**config.mk**
```make
export PLATFORM = sky130hd
export DESIGN_NAME = sc_pointarbiter
export DESIGN_NICKNAME = d
export VERILOG_FILES = /design/src/rtl/sc_pointarbiter_pkg.sv /design/src/rtl/sc_pointarbiter_rr.sv /design/src/rtl/sc_pointarbiter.sv
export SDC_FILE = /design/constraint.sdc
export NUM_CORES = 1
export LEC_CHECK = 0
export CORE_ASPECT_RATIO = 1.25
export CORE_MARGIN = 2
export CORE_UTILIZATION = 54
export DETAILED_ROUTE_END_ITERATION = 10
export GPL_ROUTABILITY_DRIVEN = 0
export GPL_TIMING_DRIVEN = 0
export PLACE_DENSITY = 0.84
export SLEW_MARGIN = 20
export SYNTH_ARGS = -nofsm -noshare
export SYNTH_HDL_FRONTEND = slang
export SYNTH_SLANG_ARGS = --single-unit
```
**constraint.sdc**
```tcl
create_clock -name SC_POINTARBITER_CLOCK_50 -period 2.1 [get_ports SC_POINTARBITER_CLOCK_50]
set_input_delay 0.315 -clock SC_POINTARBITER_CLOCK_50 [delete_from_list [all_inputs] [get_ports SC_POINTARBITER_CLOCK_50]]
set_output_delay 0.315 -clock SC_POINTARBITER_CLOCK_50 [all_outputs]
set_load 0.005 [all_outputs]
```
**src/rtl/sc_pointarbiter_pkg.sv**
```systemverilog
// Shared types and constants for the point-counter arbiter/controller.
package sc_pointarbiter_pkg;

  typedef enum logic [1:0] {
    ST_IDLE  = 2'd0,
    ST_COUNT = 2'd1,
    ST_ACK   = 2'd2,
    ST_CLEAR = 2'd3
  } state_t;

  localparam logic [1:0] GRANT_NONE = 2'b00;
  localparam logic [1:0] GRANT_0    = 2'b01;
  localparam logic [1:0] GRANT_1    = 2'b10;

endpackage

```
**src/rtl/sc_pointarbiter_rr.sv**
```systemverilog
// Two-way arbiter; round-robin by default, fixed priority (source 0 first)
// when SC_POINTARBITER_FIXEDPRIORITY_EN is defined.
module sc_pointarbiter_rr
  import sc_pointarbiter_pkg::*;
(
  input  logic       SC_POINTARBITER_CLOCK_50,
  input  logic       SC_POINTARBITER_RESET_InLow,
  input  logic [1:0] req,
  input  logic       grant_en,
  output logic [1:0] grant,
  output logic       ptr
);

`ifdef SC_POINTARBITER_FIXEDPRIORITY_EN

  assign ptr = 1'b0;

  always_comb begin
    // NOTE: every always_comb output gets a default first so no latch is inferred.
    grant = GRANT_NONE;
    if (grant_en) begin
      if (req[0])      grant = GRANT_0;
      else if (req[1]) grant = GRANT_1;
    end
  end

`else

  logic ptr_q;

  assign ptr = ptr_q;

  always_comb begin
    grant = GRANT_NONE;
    if (grant_en) begin
      unique case (req)
        2'b01:   grant = GRANT_0;
        2'b10:   grant = GRANT_1;
        2'b11:   grant = ptr_q ? GRANT_1 : GRANT_0;
        default: grant = GRANT_NONE;
      endcase
    end
  end

  // Pointer names the favoured source: the one not granted last.
  always_ff @(posedge SC_POINTARBITER_CLOCK_50 or negedge SC_POINTARBITER_RESET_InLow) begin
    if (!SC_POINTARBITER_RESET_InLow) begin
      ptr_q <= 1'b0;
    end else if (grant_en && (req != 2'b00)) begin
      // NOTE: sequential state uses non-blocking assignments only.
      ptr_q <= (grant == GRANT_0);
    end
  end

`endif

endmodule

```
**src/rtl/sc_pointarbiter.sv**
```systemverilog
// Arbitrates two point-award sources onto the 8-bit point counter, clamps at
// TARGET and sequences clears. Macro: SC_POINTARBITER_FIXEDPRIORITY_EN.
module sc_pointarbiter
  import sc_pointarbiter_pkg::*;
#(
  parameter int POINTARBITER_DATAWIDTH   = 8,
  parameter int POINTARBITER_AMOUNTWIDTH = 4,
  parameter int POINTARBITER_TARGET      = 99
)(
  input  logic                                SC_POINTARBITER_CLOCK_50,
  input  logic                                SC_POINTARBITER_RESET_InLow,
  input  logic [1:0]                          SC_POINTARBITER_req_InBUS,
  input  logic [POINTARBITER_AMOUNTWIDTH-1:0] SC_POINTARBITER_amount0_InBUS,
  input  logic [POINTARBITER_AMOUNTWIDTH-1:0] SC_POINTARBITER_amount1_InBUS,
  input  logic                                SC_POINTARBITER_clear_InLow,
  output logic [1:0]                          SC_POINTARBITER_ack_OutBUS,
  output logic [1:0]                          SC_POINTARBITER_grant_OutBUS,
  output logic                                SC_POINTARBITER_upcount_OutLow,
  output logic                                SC_POINTARBITER_counterReset_OutHigh,
  output logic                                SC_POINTARBITER_busy_OutHigh,
  output logic                                SC_POINTARBITER_win_OutHigh
);

  localparam logic [POINTARBITER_DATAWIDTH-1:0] TARGET_VAL =
    POINTARBITER_DATAWIDTH'(POINTARBITER_TARGET);
  localparam logic [POINTARBITER_AMOUNTWIDTH-1:0] ONE_AMOUNT =
    POINTARBITER_AMOUNTWIDTH'(1);

  state_t                              state;
  logic [POINTARBITER_DATAWIDTH-1:0]   shadow;
  logic [POINTARBITER_AMOUNTWIDTH-1:0] remaining;
  logic                                clear_pending;

  logic [1:0]                          arb_grant;
  logic                                rr_ptr;
  logic                                grant_en;
  logic [POINTARBITER_AMOUNTWIDTH-1:0] arb_amount;
  logic [POINTARBITER_DATAWIDTH-1:0]   shadow_inc;
  logic                                at_target;

  // No new grant during the ack cycle: the requester still holds req then.
  assign grant_en   = (state == ST_IDLE) && (SC_POINTARBITER_ack_OutBUS == GRANT_NONE) &&
                      SC_POINTARBITER_clear_InLow && !clear_pending;
  assign arb_amount = (arb_grant == GRANT_1) ? SC_POINTARBITER_amount1_InBUS
                                             : SC_POINTARBITER_amount0_InBUS;
  assign shadow_inc = shadow + 1'b1;
  assign at_target  = (shadow == TARGET_VAL);

  sc_pointarbiter_rr u_rr (
    .SC_POINTARBITER_CLOCK_50    (SC_POINTARBITER_CLOCK_50),
    .SC_POINTARBITER_RESET_InLow (SC_POINTARBITER_RESET_InLow),
    .req                         (SC_POINTARBITER_req_InBUS),
    .grant_en                    (grant_en),
    .grant                       (arb_grant),
    .ptr                         (rr_ptr)
  );

  // Contested grants must go to the source the pointer favours.
  a_contested_grant : assert property (
    @(posedge SC_POINTARBITER_CLOCK_50) disable iff (!SC_POINTARBITER_RESET_InLow)
    (grant_en && SC_POINTARBITER_req_InBUS == 2'b11) |-> (arb_grant == (rr_ptr ? GRANT_1 : GRANT_0))
  );

  always_ff @(posedge SC_POINTARBITER_CLOCK_50 or negedge SC_POINTARBITER_RESET_InLow) begin
    if (!SC_POINTARBITER_RESET_InLow) begin
      state                                <= ST_IDLE;
      shadow                               <= '0;
      remaining                            <= '0;
      clear_pending                        <= 1'b0;
      SC_POINTARBITER_ack_OutBUS           <= GRANT_NONE;
      SC_POINTARBITER_grant_OutBUS         <= GRANT_NONE;
      SC_POINTARBITER_upcount_OutLow       <= 1'b1;
      SC_POINTARBITER_counterReset_OutHigh <= 1'b0;
      SC_POINTARBITER_busy_OutHigh         <= 1'b0;
      SC_POINTARBITER_win_OutHigh          <= 1'b0;
    end else begin
      // Pulse outputs default to their inactive level every cycle.
      SC_POINTARBITER_ack_OutBUS           <= GRANT_NONE;
      SC_POINTARBITER_upcount_OutLow       <= 1'b1;
      SC_POINTARBITER_counterReset_OutHigh <= 1'b0;

      unique case (state)
        ST_IDLE: begin
          if (!SC_POINTARBITER_clear_InLow || clear_pending) begin
            state                        <= ST_CLEAR;
            SC_POINTARBITER_busy_OutHigh <= 1'b1;
          end else if (arb_grant != GRANT_NONE) begin
            SC_POINTARBITER_grant_OutBUS <= arb_grant;
            remaining                    <= arb_amount;
            SC_POINTARBITER_busy_OutHigh <= 1'b1;
            state <= ((arb_amount != '0) && !SC_POINTARBITER_win_OutHigh) ? ST_COUNT : ST_ACK;
          end
        end

        ST_COUNT: begin
          if (!SC_POINTARBITER_clear_InLow) clear_pending <= 1'b1;
          if ((remaining != '0) && !at_target) begin
            SC_POINTARBITER_upcount_OutLow <= 1'b0;
            shadow                         <= shadow_inc;
            remaining                      <= remaining - ONE_AMOUNT;
            SC_POINTARBITER_win_OutHigh    <= (shadow_inc == TARGET_VAL);
            if ((remaining == ONE_AMOUNT) || (shadow_inc == TARGET_VAL)) state <= ST_ACK;
          end else begin
            state <= ST_ACK;
          end
        end

        ST_ACK: begin
          if (!SC_POINTARBITER_clear_InLow) clear_pending <= 1'b1;
          // Points left over after the clamp are discarded here.
          SC_POINTARBITER_ack_OutBUS   <= SC_POINTARBITER_grant_OutBUS;
          SC_POINTARBITER_grant_OutBUS <= GRANT_NONE;
          remaining                    <= '0;
          SC_POINTARBITER_busy_OutHigh <= 1'b0;
          state                        <= ST_IDLE;
        end

        ST_CLEAR: begin
          SC_POINTARBITER_counterReset_OutHigh <= 1'b1;
          shadow                               <= '0;
          SC_POINTARBITER_win_OutHigh          <= 1'b0;
          clear_pending                        <= 1'b0;
          SC_POINTARBITER_busy_OutHigh         <= 1'b0;
          state                                <= ST_IDLE;
        end

        default: state <= ST_IDLE;
      endcase
    end
  end

endmodule

```
; ---- After elaboration in Yosys (flattened, before gate mapping)
; Cells that the tools add are included.
[totals]
ff_bits = 24
latch_bits = 0
romBits = 0
mem_count = 0
wordCells = 91
mem_bits_rw = 0
[op_classes]
n_bitwise = 0
n_mux = 30
mul = 0
n_eq_ne = 17
addsub = 2
magnitude_cmp = 0
shift = 0
div = 0
reduce_logical = 31
[op_table]
columns = cell, n
row1 = $mux 2, 10
row2 = $eq 8x7->1 const B, 2
row3 = $mux 4, 4
row4 = $pmux 8 s2, 1
row5 = $pmux 2 s3, 2
row6 = $pmux 4 s3, 1
row7 = $reduce_bool 2->1, 6
row8 = $eq 2x2->1 const B, 5
row9 = $add 8x1->8 const B, 1
row10 = $mux 8, 1
row11 = $reduce_and 2->1, 4
row12 = $reduce_bool 4->1, 2
row13 = $mux 1, 7
row14 = $eq 2x1->1 const B, 3
row15 = $logic_and 1x1->1, 6
row16 = $ne 2x2->1 const B, 3
row17 = $pmux 1 s2, 3
row18 = $eq 4x1->1 const B, 1
row19 = $logic_not 1->1, 4
row20 = $logic_not 2->1, 2
row21 = $pmux 2 s2, 1
row22 = $reduce_and 4->1, 1
row23 = $reduce_or 2->1, 2
row24 = $sub 4x1->4 const B, 1
row25 = other kinds (6), 7

; ---- Depth between registers and ports, before layout
; Gate-level depths: netlist of run 1.
[logic_depth]
depth_word = 13
mapped_depth = 7
depth_no_buf = 7

; ---- Modules after synthesis
; From an unflattened synthesis of run 1, not the netlist that was laid out.
[unflattened]
cells_unflattened = 169
area_unflattened_um2 = 1570.3
[by_module_without_submodules]
columns = module, cells_each, area_per_inst_um2, seq_area_each_um2, n_inst
row1 = sc_pointarbiter, 161, 1508.9, 576.8, 1
row2 = sc_pointarbiter_rr, 8, 61.3, 25.0, 1

; ---- Worst setup path after synthesis of run 1
; OpenSTA, ideal clock, no wires.
[synth_path]
path_type = register to register
startpoint = register remaining[0]
endpoint = register state[1]
period_less_slack_ps = 1849
arrival_ps = 1724
slack_ps = 251
required_time_ps = 1975
path_stages_with_launch = 8
cell_sequence = dfrtp_1 -> inv_1 -> ha_1 -> or3b_2 -> o211ai_2 -> o21ai_1 -> o31ai_2 -> mux2_4
[synth_between]
elab_chain_len = 4
elab_cells_between_ends = 8
[synth_lines]
columns = element, line_no
row1 = start: declaration, sc_pointarbiter.sv:31  ; logic [POINTARBITER_AMOUNTWIDTH-1:0] remaining;
row2 = start signal: assignment, sc_pointarbiter.sv:89  ; remaining <= arb_amount;
row3 = start signal: assignment, sc_pointarbiter.sv:100  ; remaining <= remaining - ONE_AMOUNT;
row4 = $eq 4x1->1 / $reduce_bool 4->1 (equally long branches), "sc_pointarbiter.sv:102, sc_pointarbiter.sv:97"
row5 = $logic_or 1x1->1 / $logic_and 1x1->1 (equally long branches), "sc_pointarbiter.sv:102, sc_pointarbiter.sv:97"
row6 = $ne 3x3->1 (no line) / $mux 2 (equally long branches), -
row7 = $reduce_and 2->1 (no line) / $pmux 2 s3 (equally long branches), -
row8 = end signal: assignment, sc_pointarbiter.sv:91  ; state <= ((arb_amount != '0) && !SC_POINTARBITER_win_OutHigh) ? ST_COUNT : ST_ACK;
row9 = end: declaration, sc_pointarbiter.sv:29  ; state_t state;
; Several ways; a longest one is shown, not always the timed one.
; A chain may end at the register's enable or synchronous reset.

; ---- Worst setup path after layout of run 1
[layout_path]
startpoint = register state[0]
endpoint = register state[1]
[layout_between]
elab_chain_len = 13
elab_cells_between_ends = 21
[layout_lines]
columns = element, line_no
row1 = $logic_not 2->1, "sc_pointarbiter.sv:42, sc_pointarbiter.sv:82"
row2 = $logic_and 1x1->1 (2 in series), sc_pointarbiter.sv:42  ; assign grant_en = (state == ST_IDLE) && (SC_POINTARBITER_ack_OutBUS == GRANT_NONE) &&
row3 = $logic_and 1x1->1, sc_pointarbiter.sv:43  ; SC_POINTARBITER_clear_InLow && !clear_pending;
row4 = $mux 2, sc_pointarbiter_rr.sv:35  ; if (grant_en) begin
row5 = $eq 2x2->1, sc_pointarbiter.sv:44  ; assign arb_amount = (arb_grant == GRANT_1) ? SC_POINTARBITER_amount1_InBUS
row6 = $mux 4, sc_pointarbiter.sv:44
row7 = $reduce_bool 4->1, sc_pointarbiter.sv:91
row8 = $logic_and 1x1->1, sc_pointarbiter.sv:91
row9 = $mux 2, sc_pointarbiter.sv:91
row10 = $mux 2, sc_pointarbiter.sv:87  ; end else if (arb_grant != GRANT_NONE) begin
row11 = $mux 2, sc_pointarbiter.sv:84  ; if (!SC_POINTARBITER_clear_InLow || clear_pending) begin
row12 = $pmux 2 s3, sc_pointarbiter.sv:82  ; unique case (state)
; Several ways; a longest one is shown, not always the timed one. The select of a mux whose other input is x is not followed.

==> results of run 1 <==
-- routing by layer --
metal / routed length [microns] / global-route usage / vias up
li1: - / - / 648
met1: 1494 / 0.2565 / 656
met2: 1842 / 0.4391 / 39
met3: 134 / 0.04028 / 12
met4: 78 / 0.07566 / 0
met5: 0 / 0 / -
-- what timing repair did --
| item | in CTS | in global routing |
|---|---|---|
| pin swaps | 2 | 2 |
| gates cloned | 0 | 1 |
| hold endpoints to repair | 0 | 23 |
| buffers inserted | 1 | 3 |
| gates resized for setup | 0 | 4 |
| setup endpoints to repair | 2 | 11 |
| hold buffers | 0 | 1 |
-- kinds of logic (layout without fill, tap and decap cells) --
kind of cell | Yosys count | after routing | synth area share
flops | 24 | 24 | 0.3907
buf+inv | 14 | 43 | 0.04468
mux | 8 | 8 | 0.05605
compound gates | 52 | 53 | 0.2413
xor+xnor | 2 | 2 | 0.01137
simple gates | 48 | 48 | 0.1747
fa+ha+maj | 10 | 10 | 0.08123
-- flip-flops by register name, summed over array words and instances, names as in the netlist, 2 cells and up --
signal	count
SC_POINTARBITER_ack_OutBUS	2
SC_POINTARBITER_grant_OutBUS	2
remaining	4
shadow	8
state	2
-- through the flow --
step / TNS, ns / setup slack [ns] / instance area [sq um] / util
after floorplan: 0 / 0.2514 / 1540 / -
after detailed placement: -0.4215 / -0.1145 / 1783 / 0.6588
final: 0 / 0.08719 / 1887 / 0.6972
after global routing: 0 / 0.01595 / 1887 / 0.6972
after global placement: -0.1978 / -0.06850 / 1783 / 0.6588
after CTS: 0 / 0.01420 / 1827 / 0.6750
-- critical path: stages (launching register included) --
cell and delay (ns):
dfrtp_1 0.41, inv_1 0.10, ha_1 0.23, and3b_1 0.21
a21bo_2 0.24, nand3b_1 0.12, o31ai_4 0.27, mux2_4 0.33
-- placed cells by master, fill, tap and decap left out, types with 3 or more instances in the layout --
cell type	synthesis	routed
dfrtp_1	23	22
clkdlybuf4s50_1	0	19
o21ai_0	18	18
nand2_1	14	14
inv_1	11	11
ha_1	10	10
a31oi_1	7	7
nor2_1	6	6
mux2i_1	6	6
nor2b_1	4	4
a21oi_1	4	4
buf_4	0	4
and2_1	3	3
nand4_1	3	3
nand3_1	3	3
clkbuf_4	0	3
-- final timing paths --
path / endpoint / cells after the start
max reg2reg: state[1] / 7
min reg2reg: u_rr.ptr / 1
max: state[1] / 7
min: clear_pending / 2
max in group asynchronous: shadow[1] / 2
min in group SC_POINTARBITER_CLOCK_50: u_rr.ptr / 1
-- area by class of cell --
cell class,count,area (sq um)
multi-input combinational,121,900.9
clock buffer,4,36.28
timing repair buffer,25,235.2
buffer,3,27.53
fill,206,819.5
sequential,24,603.1
tap,34,42.54
inverter,11,41.29
-- power breakdown --
group / switching, mW / internal [mW]
combinational: 0.661 / 0.596
clock: 0.143 / 0.106
sequential: 0.131 / 0.616
==> flow_metrics.py, run 1 <==
metrics = {
    "sta": {
        "rsz0062_at_grt": "false",
        "fmax_ghz": 0.4968,
        "timing.hold.ws_ns": 0.4897,
        "final-setup-viol-count": 0,
        "fin_worst_skew_ns": 0.003560,
        "drv_slew": 0,
        "slew_headroom": 0.6370,
        "fin_crit_sh": 0.9585,
        "hold_viol_final": 0,
        "min_period_ns": 2.013,
        "tightestPinTransition_ns": 0.5445,
    },
    "logic_synthesis": {
        "syn_avg_cell_area_sq_um": 9.748,
        "yosys-top-cells-count": "23 x dfrtp_1, 18 x o21ai_0, 14 x nand2_1",
        "yosys.cell_types.count": 52,
        "syn_inst": 158,
        "synth_nets": 181,
        "yosys_register_bits": 24,
        "async_reset_ff_frac": 1.000,
        "synth.area.top_cells": "dfrtp_1 37%, ha_1 8.1%, o21ai_0 5.8%",
        "synth-seq-area-share": 0.3907,
        "yosysMostFrequentCell": "dfrtp_1",
        "synth_top_area_frac": 0.3737,
        "synth_top_area_cell": "dfrtp_1",
        "synth_edf_count": 0,
        "ys.flop_type": "dfrtp_1",
        "synth_area_sq_um": 1540,
        "ys_warn_count": 0,
    },
    "critical_path": {
        "critPathMaxFanout": 4,
        "crit_start": "state[0]",
        "startpoint_type": "flop",
        "cp.arrival_ns": 2.23,
        "rrSetupSlack_ns": 0.09,
        "cp_data_required_time_ns": 2.32,
        "endpoint_kind": "flop",
        "crit_type": "flop to flop",
        "r2r-start": "state[0]",
    },
    "die": {
        "coreArea_sq_um": 2706,
        "die-area_sq_um": 3298,
        "die_h_microns": 63.71,
        "start_util": 0.5691,
        "rows": 21,
        "io-pin-count": 21,
        "die_w_microns": 51.77,
    },
    "global_route": {
        "grt_max_degree": 25,
        "grt_pass1_wl_microns": 5954,
        "grt.overflow.total": 0,
        "antenna_found_initial": 0,
        "grt_use_total": 0.2341,
        "grt_pass1_vias": 1367,
    },
    "worst_hold_path": {
        "hp-class": "primary input to asynchronous set/reset pin",
    },
    "job": {
        "maxCapViolCount": 0,
    },
    "routing": {
        "drtAntennaViolNets": 0,
        "routed_wl_microns": 3549,
        "drt_drc_violations_left": 0,
        "dr_total_vias": 1355,
        "wl_per_cell_microns": 15.99,
        "drt-pass1-iter-count": 5,
        "drt-initial-drc-count": 22,
        "vias_per_cell": 6.104,
    },
    "power": {
        "fin_total_pwr_mw": 2.252,
        "p_leak_nw": 0.8476,
        "vdd_drop_max_v": 0.0007023,
        "p_per_area_nw_per_um2": 1194,
    },
    "cells_and_area": {
        "syn_to_final_growth_pct": 22.50,
        "nets": 212,
        "layout.cells.non_filler": 222,
        "drive_gt1_frac": 0.1596,
        "diodes": 0,
    },
    "run_status": {
        "status": "completed",
    },
    "clock_network": {
        "h-tree-depth": 1,
        "clk_latency_ns": 0.32,
        "tritoncts": "yes",
        "cts_sinks": 24,
        "clockBufferDepth": 2,
        "cts-root-buf": "clkbuf_4",
        "cts.clk_slew.worst_paths_ns": 0.13,
        "cts_inserted_buffers": 3,
    },
    "placed_design": {
        "dp_hpwl_microns": 2650,
        "io_buffers": 20,
        "place.detailed.instances": 212,
    },
}
(Power assumes the default switching activity.)
==> run 2: changes to the inputs <==
Settings changed: GPL_TIMING_DRIVEN 0 to 1, HOLD_SLACK_MARGIN set to 0.05, PLACE_DENSITY 0.84 to unset, PLACE_DENSITY_LB_ADDON set to 0.1.
==> run 2 against run 1 <==
  * First-iteration DRC count increased to 3.4 times the previous value
  * Worst hold slack lost 0.15 ns
  * Global-route usage decreased by 0.38 points
  * Die area did not move
  * Clock power decreased by 2%
  * Combinational power about the same
  * Total power decreased by 1.3%
  * Register-to-register slack hardly changed
  * Highest routed layer unchanged
==> flow_metrics.py, run 2 (synthesized netlist as in run 1, its figures left out) <==
metrics = {
    "critical_path": {
        "endpoint_kind": "flop",
        "rrSetupSlack_ns": 0.09,
        "r2r-start": "remaining[0]",
        "startpoint_type": "flop",
        "reg2reg_depth": 7,
        "crit_type": "flop to flop",
        "cp_data_required_time_ns": 2.31,
        "timing.rr.end": "state[1]",
        "cp.arrival_ns": 2.22,
        "critPathMaxFanout": 6,
    },
    "clock_network": {
        "h-tree-depth": 1,
        "clockBufferDepth": 2,
        "cts.clk_slew.worst_paths_ns": 0.13,
        "tritoncts": "yes",
        "cts_sinks": 24,
        "cts_inserted_buffers": 3,
        "cts-root-buf": "clkbuf_4",
        "cts_setup_buffers": 0,
        "clk_latency_ns": 0.31,
    },
    "global_route": {
        "antenna_found_initial": 0,
        "grt_pass1_vias": 1354,
        "grt.overflow.total": 0,
        "grt_use_total": 0.2302,
        "grt_max_degree": 25,
        "grt_pass1_wl_microns": 5996,
    },
    "sta": {
        "slew_headroom": 0.7234,
        "fin_crit_sh": 0.9565,
        "hold_viol_final": 0,
        "drv_slew": 0,
        "tightestPinTransition_ns": 0.4150,
        "fmax_ghz": 0.4979,
        "fin_worst_skew_ns": 0.003244,
        "final-setup-viol-count": 0,
        "min_period_ns": 2.009,
        "rsz0062_at_grt": "false",
        "finalSetupTns_ns": 0,
    },
    "cells_and_area": {
        "nets": 213,
        "syn_to_final_growth_pct": 22.18,
        "drive_gt1_frac": 0.1640,
        "final_common_cell": "dfrtp_1",
        "max_flop_register": "shadow",
        "largest_reg_flops": 8,
        "biggestRegsByFlops": "shadow x8, remaining x4",
        "diodes": 0,
        "most-common-layout-cells": "23 x dfrtp_1, 20 x clkdlybuf4s50_1, 18 x o21ai_0, 14 x nand2_1, 11 x inv_1",
    },
    "power": {
        "p_switching_uw": 915.8,
        "p_int_mw": 1.307,
        "power.share.sequential": 0.332,
        "vdd_drop_max_v": 0.0008122,
        "combPwrFrac": 0.557,
        "pwr-share-clk": 0.110,
        "p_per_area_nw_per_um2": 1181,
        "p_leak_nw": 0.8468,
        "fin_total_pwr_mw": 2.222,
        "swShare": 0.4121,
    },
    "worst_hold_path": {
        "hp-class": "primary input to asynchronous set/reset pin",
    },
    "routing": {
        "drtAntennaViolNets": 0,
        "drt-initial-drc-count": 75,
        "drt_drc_violations_left": 0,
        "routed_wl_microns": 3497,
        "wl_per_cell_microns": 15.68,
        "vias_per_cell": 6.027,
        "dr_total_vias": 1344,
        "drt-pass1-iter-count": 5,
    },
    "placed_design": {
        "io_buffers": 20,
        "dp_hpwl_microns": 2629,
    },
    "run_status": {
        "status": "completed",
    },
    "die": {
        "rows": 21,
        "die_w_microns": 51.77,
        "io-pin-count": 21,
        "start_util": 0.5691,
        "die-area_sq_um": 3298,
        "die_h_microns": 63.71,
        "coreArea_sq_um": 2706,
    },
    "job": {
        "maxCapViolCount": 0,
    },
}
## run 2: worst max path at each step
stage / to / slack, ns / from / cells after the start
2_1_floorplan: state[1] / 0.25 / remaining[0] / 7
3_3_place_gp: state[1] / 0.09 / SC_POINTARBITER_clear_InLow / 6
3_5_place_dp: state[1] / 0.05 / SC_POINTARBITER_clear_InLow / 6
4_1_cts: shadow[3] / 0.06 / remaining[0] / 7
5_1_grt: shadow[3] / 0.01 / remaining[1] / 7
6_report: state[1] / 0.09 / remaining[0] / 7
## run 2: routing by layer
metal | vias to the layer above | track usage | wire length [microns]
li1 | 646 | - | -
met1 | 661 | 0.2792 | 1479
met2 | 35 | 0.4295 | 1865
met3 | 2 | 0.02133 | 134
met4 | 0 | 0.04605 | 17
met5 | - | 0 | 0
## run 2: worst max-delay path, stage by stage (launching register included)
cell and delay (ns):
dfrtp_1 0.45, inv_1 0.10, ha_1 0.14, or3b_2 0.50, o211ai_4 0.16, o21ai_1 0.14, o31ai_2 0.10, mux2_4 0.33
## run 2: final cells by class
class,instances,area (sq um)
multi-input combinational,121,892.1
sequential,24,601.8
fill,227,824.5
timing repair buffer,29,267.8
tap,34,42.54
inverter,11,41.29
clock buffer,4,36.28
## run 2: power groups by stage
stage / Clock (mW) / Combinational [mW] / Sequential (mW)
CTS: 0.252 / 1.19 / 0.736
detailed placement: 0 / 1.19 / 0.745
finish: 0.245 / 1.24 / 0.739
floorplan: 0 / 0.791 / 0.730
global placement: 0 / 1.15 / 0.739
global route: 0.276 / 1.37 / 0.759
## run 2: what timing repair did
item                       in CTS  in global routing
hold buffers                    0                  0
gates resized for setup         0                  2
setup endpoints to repair       0                  5
hold endpoints to repair        0                  0
## run 2: per-stage QoR
stage | setup slack [ns] | cells | cell area (sq um) | util | hold WS, ns
after floorplan | 0.2514 | 158 | 1540 | - | 0.01941
after global placement | 0.09293 | 218 | 1823 | 0.6736 | 0.4916
after detailed placement | 0.04972 | 218 | 1823 | 0.6736 | 0.5056
after CTS | 0.06004 | 222 | 1859 | 0.6870 | 0.3434
after global routing | 0.01183 | 223 | 1882 | 0.6953 | 0.3447
final | 0.09139 | 223 | 1882 | 0.6953 | 0.3421
==> run 3: changes to the inputs <==
Settings changed: CORE_MARGIN 2 to 3, CORE_UTILIZATION 54 to 49.
Clock period 2.1 ns to 1.8 ns, I/O delays scaled along.
==> run 3 against run 2 <==
  * The run now ends with setup timing left
  * Critical endpoint is now state[0]
  * Total power increased by 48%
  * Register-to-register slack got worse by 0.18 ns
  * Largest cell class unchanged
  * Die area increased by 17%
  * Via count increased by 11%
  * Non-clock buffer count increased by 32
  * Largest power group unchanged
  * Cell count increased by 15%
  * Sequential power increased by 17%
  * Utilization increased by 5.5 points
  * Global-route usage about the same
  * Fmax increased by 6.1%
  * Clock-buffer cell count unchanged
==> flow_metrics.py, run 3 (synthesized netlist as in run 1, its figures left out) <==
metrics = {
    "die": {
        "rows": 22,
        "die_w_microns": 56.15,
        "coreArea_sq_um": 2973,
        "io-pin-count": 21,
        "start_util": 0.5181,
        "die-area_sq_um": 3856,
        "die_h_microns": 68.69,
    },
    "routing": {
        "dr_total_vias": 1498,
        "drt_drc_violations_left": 0,
        "vias_per_cell": 5.829,
        "drt-pass1-iter-count": 4,
        "wl_per_cell_microns": 16.89,
        "drt-initial-drc-count": 49,
        "drtAntennaViolNets": 0,
        "routed_wl_microns": 4340,
    },
    "clock_network": {
        "cts_sinks": 24,
        "clk_latency_ns": 0.32,
        "cts.clk_slew.worst_paths_ns": 0.14,
        "h-tree-depth": 1,
        "holdBufCountCts": 0,
        "clockBufferDepth": 2,
        "cts-root-buf": "clkbuf_4",
        "tritoncts": "yes",
        "cts_inserted_buffers": 3,
    },
    "cells_and_area": {
        "largest_reg_flops": 8,
        "syn_to_final_growth_pct": 44.84,
        "diodes": 0,
        "nets": 245,
        "most-common-layout-cells": "39 x buf_4, 22 x dfrtp_1, 20 x clkdlybuf4s50_1, 14 x nand2_1, 9 x o21ai_0",
        "layout.cells.non_filler": 257,
        "final_common_cell": "buf_4",
        "drive_gt1_frac": 0.3529,
        "biggestRegsByFlops": "shadow x8, remaining x4",
        "max_flop_register": "shadow",
        "final_util": 0.7504,
    },
    "power": {
        "vdd_drop_max_v": 0.0009883,
        "fin_total_pwr_mw": 3.284,
        "p_per_area_nw_per_um2": 1472,
        "combPwrFrac": 0.648,
        "swShare": 0.4028,
        "p_int_mw": 1.961,
        "p_switching_mw": 1.323,
        "power.share.sequential": 0.263,
        "p_leak_nw": 1.020,
        "pwr-share-clk": 0.089,
    },
    "sta": {
        "fin_crit_sh": 1.052,
        "final-setup-viol-count": 4,
        "tightestPinTransition_ns": 0.3815,
        "drv_slew": 0,
        "slew_headroom": 0.7451,
        "hold_viol_final": 0,
        "min_period_ns": 1.893,
        "rsz0062_at_grt": "true",
        "fin_worst_skew_ns": 0.003708,
        "setup_ws_ns": -0.09291,
        "fmax_ghz": 0.5283,
    },
    "critical_path": {
        "crit_type": "flop to flop",
        "cp_top_family": "compound AO/OA/AOI/OAI gates",
        "critPathMaxFanout": 3,
        "endpoint_kind": "flop",
        "startpoint_type": "flop",
        "path_cells": "inv_2, ha_4, and3b_2, a21bo_4, nand3b_1, o31ai_4, buf_4, mux2i_2",
        "cp.arrival_ns": 2.14,
        "cp_data_required_time_ns": 2.04,
        "cpMaxStageDelayCell": "dfrtp_1",
        "slowest_delay_ns": 0.41,
        "critPathBufInv": 2,
    },
    "placed_design": {
        "place.detailed.instances": 241,
        "dp_hpwl_microns": 3068,
        "io_buffers": 20,
    },
    "global_route": {
        "grt_pass1_wl_microns": 6913,
        "grt_use_total": 0.2303,
        "grt_max_degree": 25,
        "grt_pass1_vias": 1429,
        "antenna_found_initial": 0,
        "grt.overflow.total": 0,
    },
    "worst_hold_path": {
        "hp-class": "primary input to asynchronous set/reset pin",
    },
    "run_status": {
        "status": "complete, but fails checks",
        "violations": "setup timing",
    },
    "job": {
        "maxCapViolCount": 0,
    },
}
[run 3: cell types whose count changed in the layout (fill, tap and decap cells not counted), sizes merged]
cell  change
buf      +32
[run 3: metrics by stage]
step,TNS (ns),hold slack [ns],setup WS (ns),instance area [sq um]
after global routing,-0.7913,0.3057,-0.1371,2231
after global placement,-0.7433,0.4885,-0.1544,1998
final,-0.1620,0.2914,-0.09291,2231
after CTS,-0.05519,0.2885,-0.04028,2157
after detailed placement,-1.124,0.5121,-0.2194,1998
after floorplan,-0.02237,-0.02559,-0.02237,1555
[run 3: area by class of cell]
cell class | instances | area, sq um
multi-input cells | 121 | 989.7
flip-flops and latches | 24 | 603.1
repair buffers | 61 | 515.5
inverters | 11 | 41.29
fillers | 223 | 742.0
well taps | 36 | 45.04
clock buffers | 4 | 36.28
[run 3: metal layers]
metal  vias to the layer above  GRT usage  share of wire
li1                        716          -              -
met1                       726     0.2581           0.38
met2                        47     0.4459           0.56
met3                         9    0.02980          0.047
met4                         0    0.08902          0.020
met5                         -          0              0
[run 3: power by group through the flow]
stage               Sequential [mW]  Clock [mW]  Combinational (mW)
detailed placement            0.858           0                1.71
floorplan                     0.857           0               0.972
finish                        0.863       0.293                2.13
global placement              0.845           0                1.63
CTS                           0.854       0.304                1.91
global route                  0.881       0.322                2.29
[run 3: worst paths after layout]
kind                                                    startpoint                              to  slack (ns)  depth (start not counted)
worst max-delay path                                      state[1]                        state[0]       -0.09                          8
worst min-delay path                   SC_POINTARBITER_RESET_InLow   SC_POINTARBITER_ack_OutBUS[1]        0.29                          2
worst max register to register                            state[1]                        state[0]       -0.09                          8
worst min register to register                            u_rr.ptr                        u_rr.ptr        0.54                          1
max in group asynchronous              SC_POINTARBITER_RESET_InLow  SC_POINTARBITER_upcount_OutLow        1.22                          2
min in group SC_POINTARBITER_CLOCK_50                     u_rr.ptr                        u_rr.ptr        0.54                          1
[run 3: timing repair]
action / in CTS / in global routing
buffers inserted: 8 / 3
gates resized for setup: 10 / 22
gates cloned: 1 / 0
endpoints found under the setup margin: 8 / 15
pin swaps: 5 / 7
